===== src/rtl/mmio_uart_tx.sv =====
// Memory-mapped UART transmitter: byte stores to TXDATA are queued in a small FIFO
// and shifted out as 8N1 frames; STATUS and a 16-bit divisor are exposed for polling.
module mmio_uart_tx #(
    parameter logic [31:0] BASE_ADDR       = 32'h0000_1000,
    parameter int          FIFO_DEPTH      = 8,
    parameter logic [15:0] DEFAULT_DIVISOR = 16'd4
) (
    input  logic        clk,
    input  logic        rst,
    input  logic [31:0] address,
    input  logic [7:0]  write_data,
    input  logic        write_enable,
    output logic [7:0]  read_data,
    output logic        tx,
    output logic        tx_idle
);

    localparam int PTR_W = $clog2(FIFO_DEPTH);
    localparam int CNT_W = PTR_W + 1;

    localparam logic [1:0] ST_IDLE  = 2'd0;
    localparam logic [1:0] ST_START = 2'd1;
    localparam logic [1:0] ST_DATA  = 2'd2;
    localparam logic [1:0] ST_STOP  = 2'd3;

    // Line level driven while the FSM sits in a given state.
    function automatic logic line_level(input logic [1:0] st, input logic bit0);
        logic lvl;
        case (st)
            ST_START: lvl = 1'b0;
            ST_DATA:  lvl = bit0;
            default:  lvl = 1'b1;
        endcase
        return lvl;
    endfunction

    logic             hit_s;
    logic [1:0]       off_s;
    logic             wr_tx_s, wr_status_s, wr_div_lo_s, wr_div_hi_s;
    logic [7:0]       fifo_mem_r [FIFO_DEPTH];
    logic [PTR_W-1:0] wr_ptr_r, rd_ptr_r;
    logic [CNT_W-1:0] count_r, count_nxt_s;
    logic [4:0]       count_ext_s;
    logic [3:0]       level_s;
    logic             full_s, empty_s, push_s, pop_s, drop_s;
    logic [1:0]       state_r, state_nxt_s;
    logic [7:0]       shift_r, shift_nxt_s;
    logic [2:0]       bit_idx_r, bit_idx_nxt_s;
    logic [15:0]      baud_r, baud_nxt_s;
    logic [15:0]      div_r, div_act_r, div_act_nxt_s, div_eff_s;
    logic             bit_end_s;
    logic             overflow_r;
    logic             tx_r, tx_idle_r;
    logic [7:0]       status_s;

    assign hit_s       = (address[31:2] == BASE_ADDR[31:2]);
    assign off_s       = address[1:0];
    assign wr_tx_s     = write_enable && hit_s && (off_s == 2'd0);
    assign wr_status_s = write_enable && hit_s && (off_s == 2'd1);
    assign wr_div_lo_s = write_enable && hit_s && (off_s == 2'd2);
    assign wr_div_hi_s = write_enable && hit_s && (off_s == 2'd3);

    assign full_s    = (count_r == CNT_W'(FIFO_DEPTH));
    assign empty_s   = (count_r == CNT_W'(0));
    // A pop in the same cycle frees the slot, so a push to a full FIFO survives.
    assign push_s    = wr_tx_s && (!full_s || pop_s);
    assign drop_s    = wr_tx_s && full_s && !pop_s;
    assign div_eff_s = (div_r == 16'd0) ? 16'd1 : div_r;
    assign bit_end_s = (baud_r == (div_act_r - 16'd1));

    assign count_ext_s = 5'(count_r);
    assign level_s     = (count_ext_s > 5'd15) ? 4'd15 : count_ext_s[3:0];
    assign status_s    = {level_s, overflow_r, empty_s, full_s, (state_r != ST_IDLE)};

    // Combinational load data for the register window.
    always_comb begin
        read_data = 8'h00;
        if (hit_s) begin
            case (off_s)
                2'd1:    read_data = status_s;
                2'd2:    read_data = div_r[7:0];
                2'd3:    read_data = div_r[15:8];
                default: read_data = 8'h00;
            endcase
        end else begin
            read_data = 8'h00;
        end
    end

    // Frame sequencer next-state logic, including FIFO pop and divisor latch.
    always_comb begin
        state_nxt_s   = state_r;
        shift_nxt_s   = shift_r;
        bit_idx_nxt_s = bit_idx_r;
        baud_nxt_s    = baud_r;
        div_act_nxt_s = div_act_r;
        pop_s         = 1'b0;
        case (state_r)
            ST_IDLE: begin
                baud_nxt_s = 16'd0;
                if (!empty_s) begin
                    pop_s         = 1'b1;
                    state_nxt_s   = ST_START;
                    shift_nxt_s   = fifo_mem_r[rd_ptr_r];
                    div_act_nxt_s = div_eff_s;
                end else begin
                    state_nxt_s = ST_IDLE;
                end
            end
            ST_START: begin
                if (bit_end_s) begin
                    state_nxt_s   = ST_DATA;
                    bit_idx_nxt_s = 3'd0;
                    baud_nxt_s    = 16'd0;
                end else begin
                    baud_nxt_s = baud_r + 16'd1;
                end
            end
            ST_DATA: begin
                if (bit_end_s) begin
                    shift_nxt_s = {1'b0, shift_r[7:1]};
                    baud_nxt_s  = 16'd0;
                    if (bit_idx_r == 3'd7) begin
                        state_nxt_s   = ST_STOP;
                        bit_idx_nxt_s = 3'd0;
                    end else begin
                        bit_idx_nxt_s = bit_idx_r + 3'd1;
                    end
                end else begin
                    baud_nxt_s = baud_r + 16'd1;
                end
            end
            ST_STOP: begin
                if (bit_end_s) begin
                    baud_nxt_s = 16'd0;
                    // Chain straight into the next start bit when more data is queued.
                    if (!empty_s) begin
                        pop_s         = 1'b1;
                        state_nxt_s   = ST_START;
                        shift_nxt_s   = fifo_mem_r[rd_ptr_r];
                        div_act_nxt_s = div_eff_s;
                    end else begin
                        state_nxt_s = ST_IDLE;
                    end
                end else begin
                    baud_nxt_s = baud_r + 16'd1;
                end
            end
            default: begin
                state_nxt_s = ST_IDLE;
                baud_nxt_s  = 16'd0;
            end
        endcase
    end

    // Next FIFO occupancy.
    always_comb begin
        case ({push_s, pop_s})
            2'b10:   count_nxt_s = count_r + CNT_W'(1);
            2'b01:   count_nxt_s = count_r - CNT_W'(1);
            default: count_nxt_s = count_r;
        endcase
    end

    // FIFO storage; contents are don't-care until written.
    always_ff @(posedge clk) begin
        if (push_s) begin
            fifo_mem_r[wr_ptr_r] <= write_data;
        end
    end

    // FIFO pointers and occupancy.
    always_ff @(posedge clk or negedge rst) begin
        if (!rst) begin
            wr_ptr_r <= '0;
            rd_ptr_r <= '0;
            count_r  <= '0;
        end else begin
            if (push_s) begin
                wr_ptr_r <= wr_ptr_r + PTR_W'(1);
            end
            if (pop_s) begin
                rd_ptr_r <= rd_ptr_r + PTR_W'(1);
            end
            count_r <= count_nxt_s;
        end
    end

    // Software-visible divisor and sticky overflow flag.
    always_ff @(posedge clk or negedge rst) begin
        if (!rst) begin
            div_r      <= DEFAULT_DIVISOR;
            overflow_r <= 1'b0;
        end else begin
            if (wr_div_lo_s) begin
                div_r[7:0] <= write_data;
            end
            if (wr_div_hi_s) begin
                div_r[15:8] <= write_data;
            end
            if (drop_s) begin
                overflow_r <= 1'b1;
            end else if (wr_status_s) begin
                overflow_r <= 1'b0;
            end
        end
    end

    // Sequencer state and registered line outputs.
    always_ff @(posedge clk or negedge rst) begin
        if (!rst) begin
            state_r   <= ST_IDLE;
            shift_r   <= 8'h00;
            bit_idx_r <= 3'd0;
            baud_r    <= 16'd0;
            div_act_r <= 16'd1;
            tx_r      <= 1'b1;
            tx_idle_r <= 1'b1;
        end else begin
            state_r   <= state_nxt_s;
            shift_r   <= shift_nxt_s;
            bit_idx_r <= bit_idx_nxt_s;
            baud_r    <= baud_nxt_s;
            div_act_r <= div_act_nxt_s;
            tx_r      <= line_level(state_nxt_s, shift_nxt_s[0]);
            tx_idle_r <= (state_nxt_s == ST_IDLE) && (count_nxt_s == CNT_W'(0));
        end
    end

    assign tx      = tx_r;
    assign tx_idle = tx_idle_r;

endmodule


===== config.mk =====
export PLATFORM = sky130hd
export DESIGN_NAME = mmio_uart_tx
export DESIGN_NICKNAME = d
export VERILOG_FILES = /design/src/rtl/mmio_uart_tx.sv
export SDC_FILE = /design/constraint.sdc
export NUM_CORES = 1
export LEC_CHECK = 0
export ABC_AREA = 0
export BUFFER_PORTS_ARGS = -buffer_cell sky130_fd_sc_hd__buf_4
export CAP_MARGIN = 10
export CORE_ASPECT_RATIO = 0.7
export CORE_UTILIZATION = 54
export DETAILED_ROUTE_END_ITERATION = 16
export MAX_ROUTING_LAYER = met4
export PLACE_DENSITY = 0.76
export SYNTH_ARGS = -nofsm -noshare
export SYNTH_HDL_FRONTEND = slang
export SYNTH_SLANG_ARGS = --single-unit

===== constraint.sdc =====
create_clock -name clk -period 3.6 [get_ports clk]
set_input_delay 0.18 -clock clk [delete_from_list [all_inputs] [get_ports clk]]
set_output_delay 0.18 -clock clk [all_outputs]
set_load 0.03 [all_outputs]

==> qor.txt, run 1 <==
Status = finished, final reports clean
Non-Filler Instances = 796
M1 wire length = 7.34 mm
Post-synth EDFFs = 64
Pwr/cell area = 425 mW/mm2
Sequential power share = 0.465
CTS sink count = 138
Worst Path Buf+Inv = 1
Critical R2R Capture = fifo_mem_r[5][0]
1st-iter DRT viols = 434
Max-slew violations = 0
Clk pin slew, worst setup/hold paths = 60 ps
Vias in the first global route = 4689
Worst Skew = 12.8 ps
Tightest Pin Transition = 952 ps
Post-synth top area share = 0.281
VDD IR max = 0.395 mV
Root Driver = clkbuf_16
Starting Density = 0.568
Worst Path Arrival = 3620 ps
DIE WIDTH = 136 um
Crit path max fanout = 8
Mean Syn Cell Area = 12.6 um2
Hold WC Path Type = primary input to flip-flop
Register area = 0.00378 mm2
Combinational share of power = 0.027
Mapped Cells = 540
GRT Total Usage = 0.285
Chip Height = 96.1 um
Crit share post-route = 0.969
Slew headroom = 0.366
Multi-input gate area = 0.00305 mm2
Global-route wire length before repair = 25.8 mm
Total number of vias = 4818
Synth area leader = edfxtp_1
Commonest cells in the netlist = dfrtp_1 (70), edfxtp_1 (64), nor2_1 (51), mux2_2 (44), nand2_1 (31)
Net Sw Frac = 0.215
TritonCTS buffer count = 17
Most common cell in the netlist = dfrtp_1
Max-cap viol count = 0
Placed cells = 753
Crit. Startpoint = div_act_r[3]
Sequential element share of the synthesized area = 0.553
Area grow syn2layout = 23.5%
CP most frequent cell = nor4_4
Warnings, synthesis = 0
GRT overflow = 0
Register-to-Register Path Depth = 11
Largest net degree at the start of global routing = 75
Highest routed layer = met4
CP endpoint kind = flip-flop
CP required = 3730 ps
Final hold violations = 0
RR Startpoint = div_act_r[3]
Row cnt = 33
Detailed Place HPWL = 11.4 mm
Drt pass-1 iters = 5
Pleak = 3.45 nW
Startpoint class of the critical path = flip-flop
Buffers on Ports = 52
Drt via density = 6.05
Final core occ = 0.702
Residual DRC count = 0
Layout cell share with drive strength beyond 1 = 0.341
H-tree depth = 4
Drt wl/cell = 21.2 um
Final GP Congestion = 0.930
Crit Path Category = flip-flop to flip-flop
CP cell instances = or4_4, nor4_4, mux2i_2, a211oi_4, nor4_4, a41oi_2, nor2_2, o21ai_2, or2_4, nor3b_4, buf_12
NetSw = 0.770 mW
Slowest CP cell = or4_4
Nets = 682
Cell variety after synth = 64
Top_reg_cell synth = dfrtp_1
Post-Syn Area = 0.00683 mm2
Initial antenna violation count = 0
RSZ-0062 raised after global routing = true
Highest clock rate = 287 MHz
CP endpoint = fifo_mem_r[5][0]
CTS tree = yes
Die ar. = 0.0131 mm2
Total Wirelength = 16.9 mm
Clock Path Buffers = 2
Crit path time final = 3490 ps
Clk Latency, worst-skew pair = 420 ps
Largest delay share family, worst path = simple AND/OR/NAND/NOR gates
Core area = 0.0120 mm2
Metal3 WL = 1.61 mm
Boundary pin count = 53
Hold path depth = 1
Fill cells = 794
Final setup vio count = 0
Antenna-violating nets left = 0
ANT cells = 0
#FFs+latches synth = 138
WP depth = 11
P_int = 2.82 mW
Synthesized Nets = 596
Max incr delay on CP = 600 ps
Routed wl met2 = 7.78 mm
Clk pwr share = 0.508
Post-synth ARST share = 0.536
Largest cells by area after synthesis = edfxtp_1 (28%), dfrtp_1 (26%), mux2_2 (7.3%), mux4_2 (5.3%), xnor2_1 (2.9%)
Worst reg-to-reg setup slack = 110 ps
[cells by family (layout without fill, tap and decap cells)]
| group | Yosys count | in the layout | synth area share |
|---|---|---|---|
| fa+ha+maj | 13 | 13 | 0.0238 |
| buf+inv | 39 | 138 | 0.0225 |
| simple gates | 175 | 175 | 0.139 |
| flops | 138 | 138 | 0.553 |
| mux | 72 | 72 | 0.144 |
| compound gates | 66 | 66 | 0.0707 |
| xor+xnor | 37 | 37 | 0.0474 |
[cells in the final DEF (no fill, tap or decap), types with 3 or more instances in the layout]
master | synthesis | routed
a21oi_1 | 10 | 10
mux4_2 | 16 | 16
xnor2_1 | 23 | 22
nor3_1 | 10 | 8
dfrtp_1 | 70 | 70
buf_4 | 0 | 83
o211ai_1 | 3 | 3
and3_1 | 5 | 5
a22oi_1 | 10 | 10
nor3b_4 | 0 | 4
mux2i_1 | 11 | 10
o2111ai_1 | 3 | 3
bufinv_16 | 0 | 3
nand2b_1 | 6 | 5
nor4_1 | 12 | 12
nor2b_1 | 4 | 4
dfstp_2 | 4 | 4
o21ai_0 | 6 | 6
nand2_1 | 31 | 30
xor2_1 | 14 | 14
o31ai_1 | 10 | 8
inv_6 | 0 | 5
and2_1 | 4 | 3
nand3_1 | 12 | 12
edfxtp_1 | 64 | 64
a211oi_1 | 7 | 6
buf_12 | 0 | 5
mux2_2 | 44 | 43
clkbuf_16 | 0 | 17
a21o_1 | 3 | 3
inv_1 | 17 | 17
nand4_1 | 4 | 4
or3_1 | 4 | 3
nand3b_1 | 5 | 5
ha_1 | 13 | 12
nor2_1 | 51 | 48
[metal layers]
metal / up-vias / global-route usage
met4: 0 / 0.0796
met1: 2359 / 0.374
li1: 2196 / -
met2: 240 / 0.433
met5: - / -
met3: 23 / 0.0827
[cell type report]
class	count	area share
multi-input combinational	363	0.362
tap	157	0.0233
timing repair buffer	89	0.0869
inverter	17	0.00756
clock inverter	14	0.0219
sequential	138	0.448
clock buffer	18	0.0509
[power groups by stage]
stage | registers (mW) | clock network (mW) | logic, mW
3_5_place_dp | 1.70 | 0 | 0.0961
6_report | 1.67 | 1.82 | 0.0974
4_1_cts | 1.67 | 1.84 | 0.0988
3_3_place_gp | 1.70 | 0 | 0.0924
2_1_floorplan | 1.70 | 0 | 0.0256
5_1_grt | 1.67 | 1.91 | 0.107
[through the flow]
step	hold slack (ps)	worst slack [ps]	area (um2)	setup TNS, ps	total power, mW
floorplan	-116	7.29	6900	0	1.72
global placement	368	27.8	7630	0	1.79
detailed placement	386	-183	7630	-7030	1.79
CTS	19.1	29.6	8350	0	3.60
global route	20.7	-65.5	8440	-599	3.68
finish	26.1	113	8440	0	3.59
[worst min path at each step]
stage | end | slack (ps) | from
2_1_floorplan | baud_r[0] | -120 | rst
3_3_place_gp | baud_r[2] | 370 | rst
3_5_place_dp | baud_r[2] | 390 | rst
4_1_cts | fifo_mem_r[5][7] | 20 | write_data[7]
5_1_grt | fifo_mem_r[5][7] | 20 | write_data[7]
6_report | fifo_mem_r[5][7] | 30 | write_data[7]
[repair_timing]
item,4_1_cts,5_1_grt
gates resized for setup,7,13
buffers inserted,7,3
hold buffers,1,0
hold endpoints to repair,70,0
pin swaps,7,6
setup endpoints to repair,66,83
cloned,0,0
[state kept, by name, summed over array words and instances (netlist names), 2 cells and up]
register,flops
rd_ptr_r,3
baud_r,16
div_act_r,16
count_r,4
shift_r,8
div_r,16
bit_idx_r,3
state_r,2
wr_ptr_r,3
fifo_mem_r,64
(Power assumes the default switching activity.)
==> inputs of run 2 (changes only) <==
==> config.mk (replaced) <==
export PLATFORM = sky130hd
export DESIGN_NAME = mmio_uart_tx
export DESIGN_NICKNAME = d
export VERILOG_FILES = /design/src/rtl/mmio_uart_tx.sv
export SDC_FILE = /design/constraint.sdc
export NUM_CORES = 1
export LEC_CHECK = 0
export ABC_AREA = 0
export CAP_MARGIN = 10
export CORE_ASPECT_RATIO = 0.7
export CORE_UTILIZATION = 57
export DETAILED_ROUTE_END_ITERATION = 16
export DONT_BUFFER_PORTS = 1
export MAX_ROUTING_LAYER = met4
export PLACE_DENSITY = 0.75
export SYNTH_ARGS = -nofsm -noshare
export SYNTH_HDL_FRONTEND = slang
export SYNTH_SLANG_ARGS = --single-unit
==> run 2 against run 1 <==
First-iteration DRC count is 15% higher. Clock skew is 2.5 ps lower. Sequential power hardly changed. Sequential share of layout area is 1.4 points higher. Non-clock buffer count is 32 lower. Critical path depth is 3 higher. Clock power is 9.9% lower. Register-to-register slack worse by 110 ps. Critical endpoint is now tx_idle. Global-route usage is 0.70 points lower. Critical path type unchanged. Worst hold slack better by 2.2 ps. Via count is 2.5% lower. Largest cell class unchanged. Highest routed layer unchanged.
==> qor.txt, run 2 (synthesis results as in run 1) <==
Register-to-Register Path Depth = 14
Net Sw Frac = 0.218
ANT cells = 0
Root Driver = clkbuf_16
Combinational share of power = 0.020
Final hold violations = 0
VDD IR max = 0.322 mV
Power, Total = 3.38 mW
Worst reg-to-reg setup slack = 5 ps
Drt pass-1 iters = 5
Buffers on Ports = 0
Global-route wire length before repair = 24.8 mm
1st-iter DRT viols = 498
Boundary pin count = 53
Clock Path Buffers = 2
GRT overflow = 0
Slowest CP cell = or4_4
Startpoint class of the critical path = flip-flop
Critical R2R Capture = tx_idle
Clk Latency, worst-skew pair = 420 ps
Largest Register = fifo_mem_r
Hold Path End = overflow_r
Status = finished, final reports clean
Crit path max fanout = 7
Final WS setup = 5.02 ps
Hold WC Path Type = primary input to flip-flop
Starting Density = 0.585
Die ar. = 0.0124 mm2
Most common cell after layout, fill and taps aside = dfrtp_1
Tightest Pin Transition = 820 ps
Row cnt = 33
Place WS = -146 ps
Vias in the first global route = 4634
CP most frequent cell = buf_4
Nets = 650
Crit path time final = 3590 ps
Slew headroom = 0.454
Most frequent cells in the layout = dfrtp_1 (70), edfxtp_1 (64), nor2_1 (48), mux2_2 (44), buf_4 (41)
GRT Total Usage = 0.278
Final setup vio count = 0
Area grow syn2layout = 19.8%
Total Wirelength = 16.1 mm
Final GP Congestion = 0.965
Pleak = 3.25 nW
Drt via density = 6.15
Max incr delay on CP = 590 ps
Max-slew violations = 0
Clk pin slew, worst setup/hold paths = 60 ps
Sequential power share = 0.494
Antenna-violating nets left = 0
CTS sink count = 138
TritonCTS buffer count = 17
Max reg flops = 64
Worst Path Arrival = 3930 ps
H-tree depth = 4
Crit Path Category = flip-flop to flip-flop
Worst Skew = 10.4 ps
Hold path depth = 2
Residual DRC count = 0
RR Startpoint = div_act_r[3]
Initial antenna violation count = 0
CP cell instances = or4_4, buf_4, nor4_1, nor4b_2, or3_4, buf_4, and2_1, nand2_2, buf_6, o211ai_1, a221oi_2, buf_4, o211ai_1, nor4_2
CP required = 3930 ps
Hold WS = 28.3 ps
NetSw = 0.738 mW
Layout cell share with drive strength beyond 1 = 0.298
Worst hold start = address[1]
Detailed Place HPWL = 10.8 mm
Drt wl/cell = 21.0 um
CTS tree = yes
Clk pwr share = 0.486
DIE WIDTH = 133 um
Crit share post-route = 0.999
P_int = 2.64 mW
Largest net degree at the start of global routing = 75
Pwr/cell area = 413 mW/mm2
Highest clock rate = 278 MHz
RSZ-0062 raised after global routing = true
Core area = 0.0117 mm2
CP endpoint kind = flip-flop
Max-cap viol count = 0
Chip Height = 93.6 um
Total number of vias = 4699
-- run 2: changes by cell type in the layout (fill, tap and decap cells not counted), sizes merged --
cell,previous run,this run
dlygate4sd3,1,10
bufinv,3,1
clkinv,3,7
inv,24,20
buf,88,47
clkinvlp,1,3
-- run 2: what timing repair did --
| action | CTS | global route |
|---|---|---|
| setup buffers | 3 | 8 |
| hold endpoints to repair | 155 | 0 |
| resized for setup | 3 | 20 |
| pin swaps | 1 | 8 |
| endpoints found under the setup margin | 66 | 83 |
| hold buffers | 11 | 0 |
-- run 2: routing by layer --
| layer | up-vias | wire length, um | track usage |
|---|---|---|---|
| met4 | 0 | 365 | 0.0967 |
| met5 | - | 0 | - |
| li1 | 2116 | - | - |
| met1 | 2323 | 7270 | 0.389 |
| met2 | 225 | 7230 | 0.399 |
| met3 | 35 | 1210 | 0.0634 |
-- run 2: power by group through the flow --
stage	clock (mW)	sequential, mW	combinational [mW]
2_1_floorplan	0	1.70	0.0256
3_5_place_dp	0	1.70	0.0261
6_report	1.64	1.67	0.0675
3_3_place_gp	0	1.70	0.0256
4_1_cts	1.66	1.67	0.0683
5_1_grt	1.72	1.67	0.0760
-- run 2: critical path, delay by kind of cell (launching register included) --
kind	cells	cell delay, ps
simple gates	7	2040
compound gates	3	440
flops	1	390
buf+inv	4	630
-- run 2: cell type report --
cell class | instances | area, um2
inverters | 17 | 63.8
fillers | 766 | 3500
well taps | 157 | 196
repair buffers | 57 | 527
flip-flops and latches | 138 | 3780
clock buffers | 18 | 429
clock inverters | 14 | 124
multi-input cells | 363 | 3060
-- run 2: how the worst max path moves through the flow --
stage / slack, ps / from / to
6_report: 5 / div_act_r[3] / tx_idle
5_1_grt: -70 / div_act_r[3] / tx_idle
4_1_cts: -100 / div_act_r[3] / tx_idle
3_5_place_dp: -150 / div_act_r[3] / tx_idle
3_3_place_gp: -30 / div_act_r[3] / tx_idle
2_1_floorplan: 7 / div_act_r[3] / fifo_mem_r[3][0]
-- run 2: stage by stage --
| stage | setup TNS (ps) | util | cell area, um2 | instances |
|---|---|---|---|---|
| final | 0 | 0.700 | 8180 | 764 |
| after global routing | -247 | 0.700 | 8180 | 764 |
| after CTS | -96.3 | 0.687 | 8020 | 756 |
| after detailed placement | -2770 | 0.624 | 7300 | 710 |
| after global placement | -120 | 0.624 | 7300 | 710 |
| after floorplan | 0 | - | 6900 | 540 |
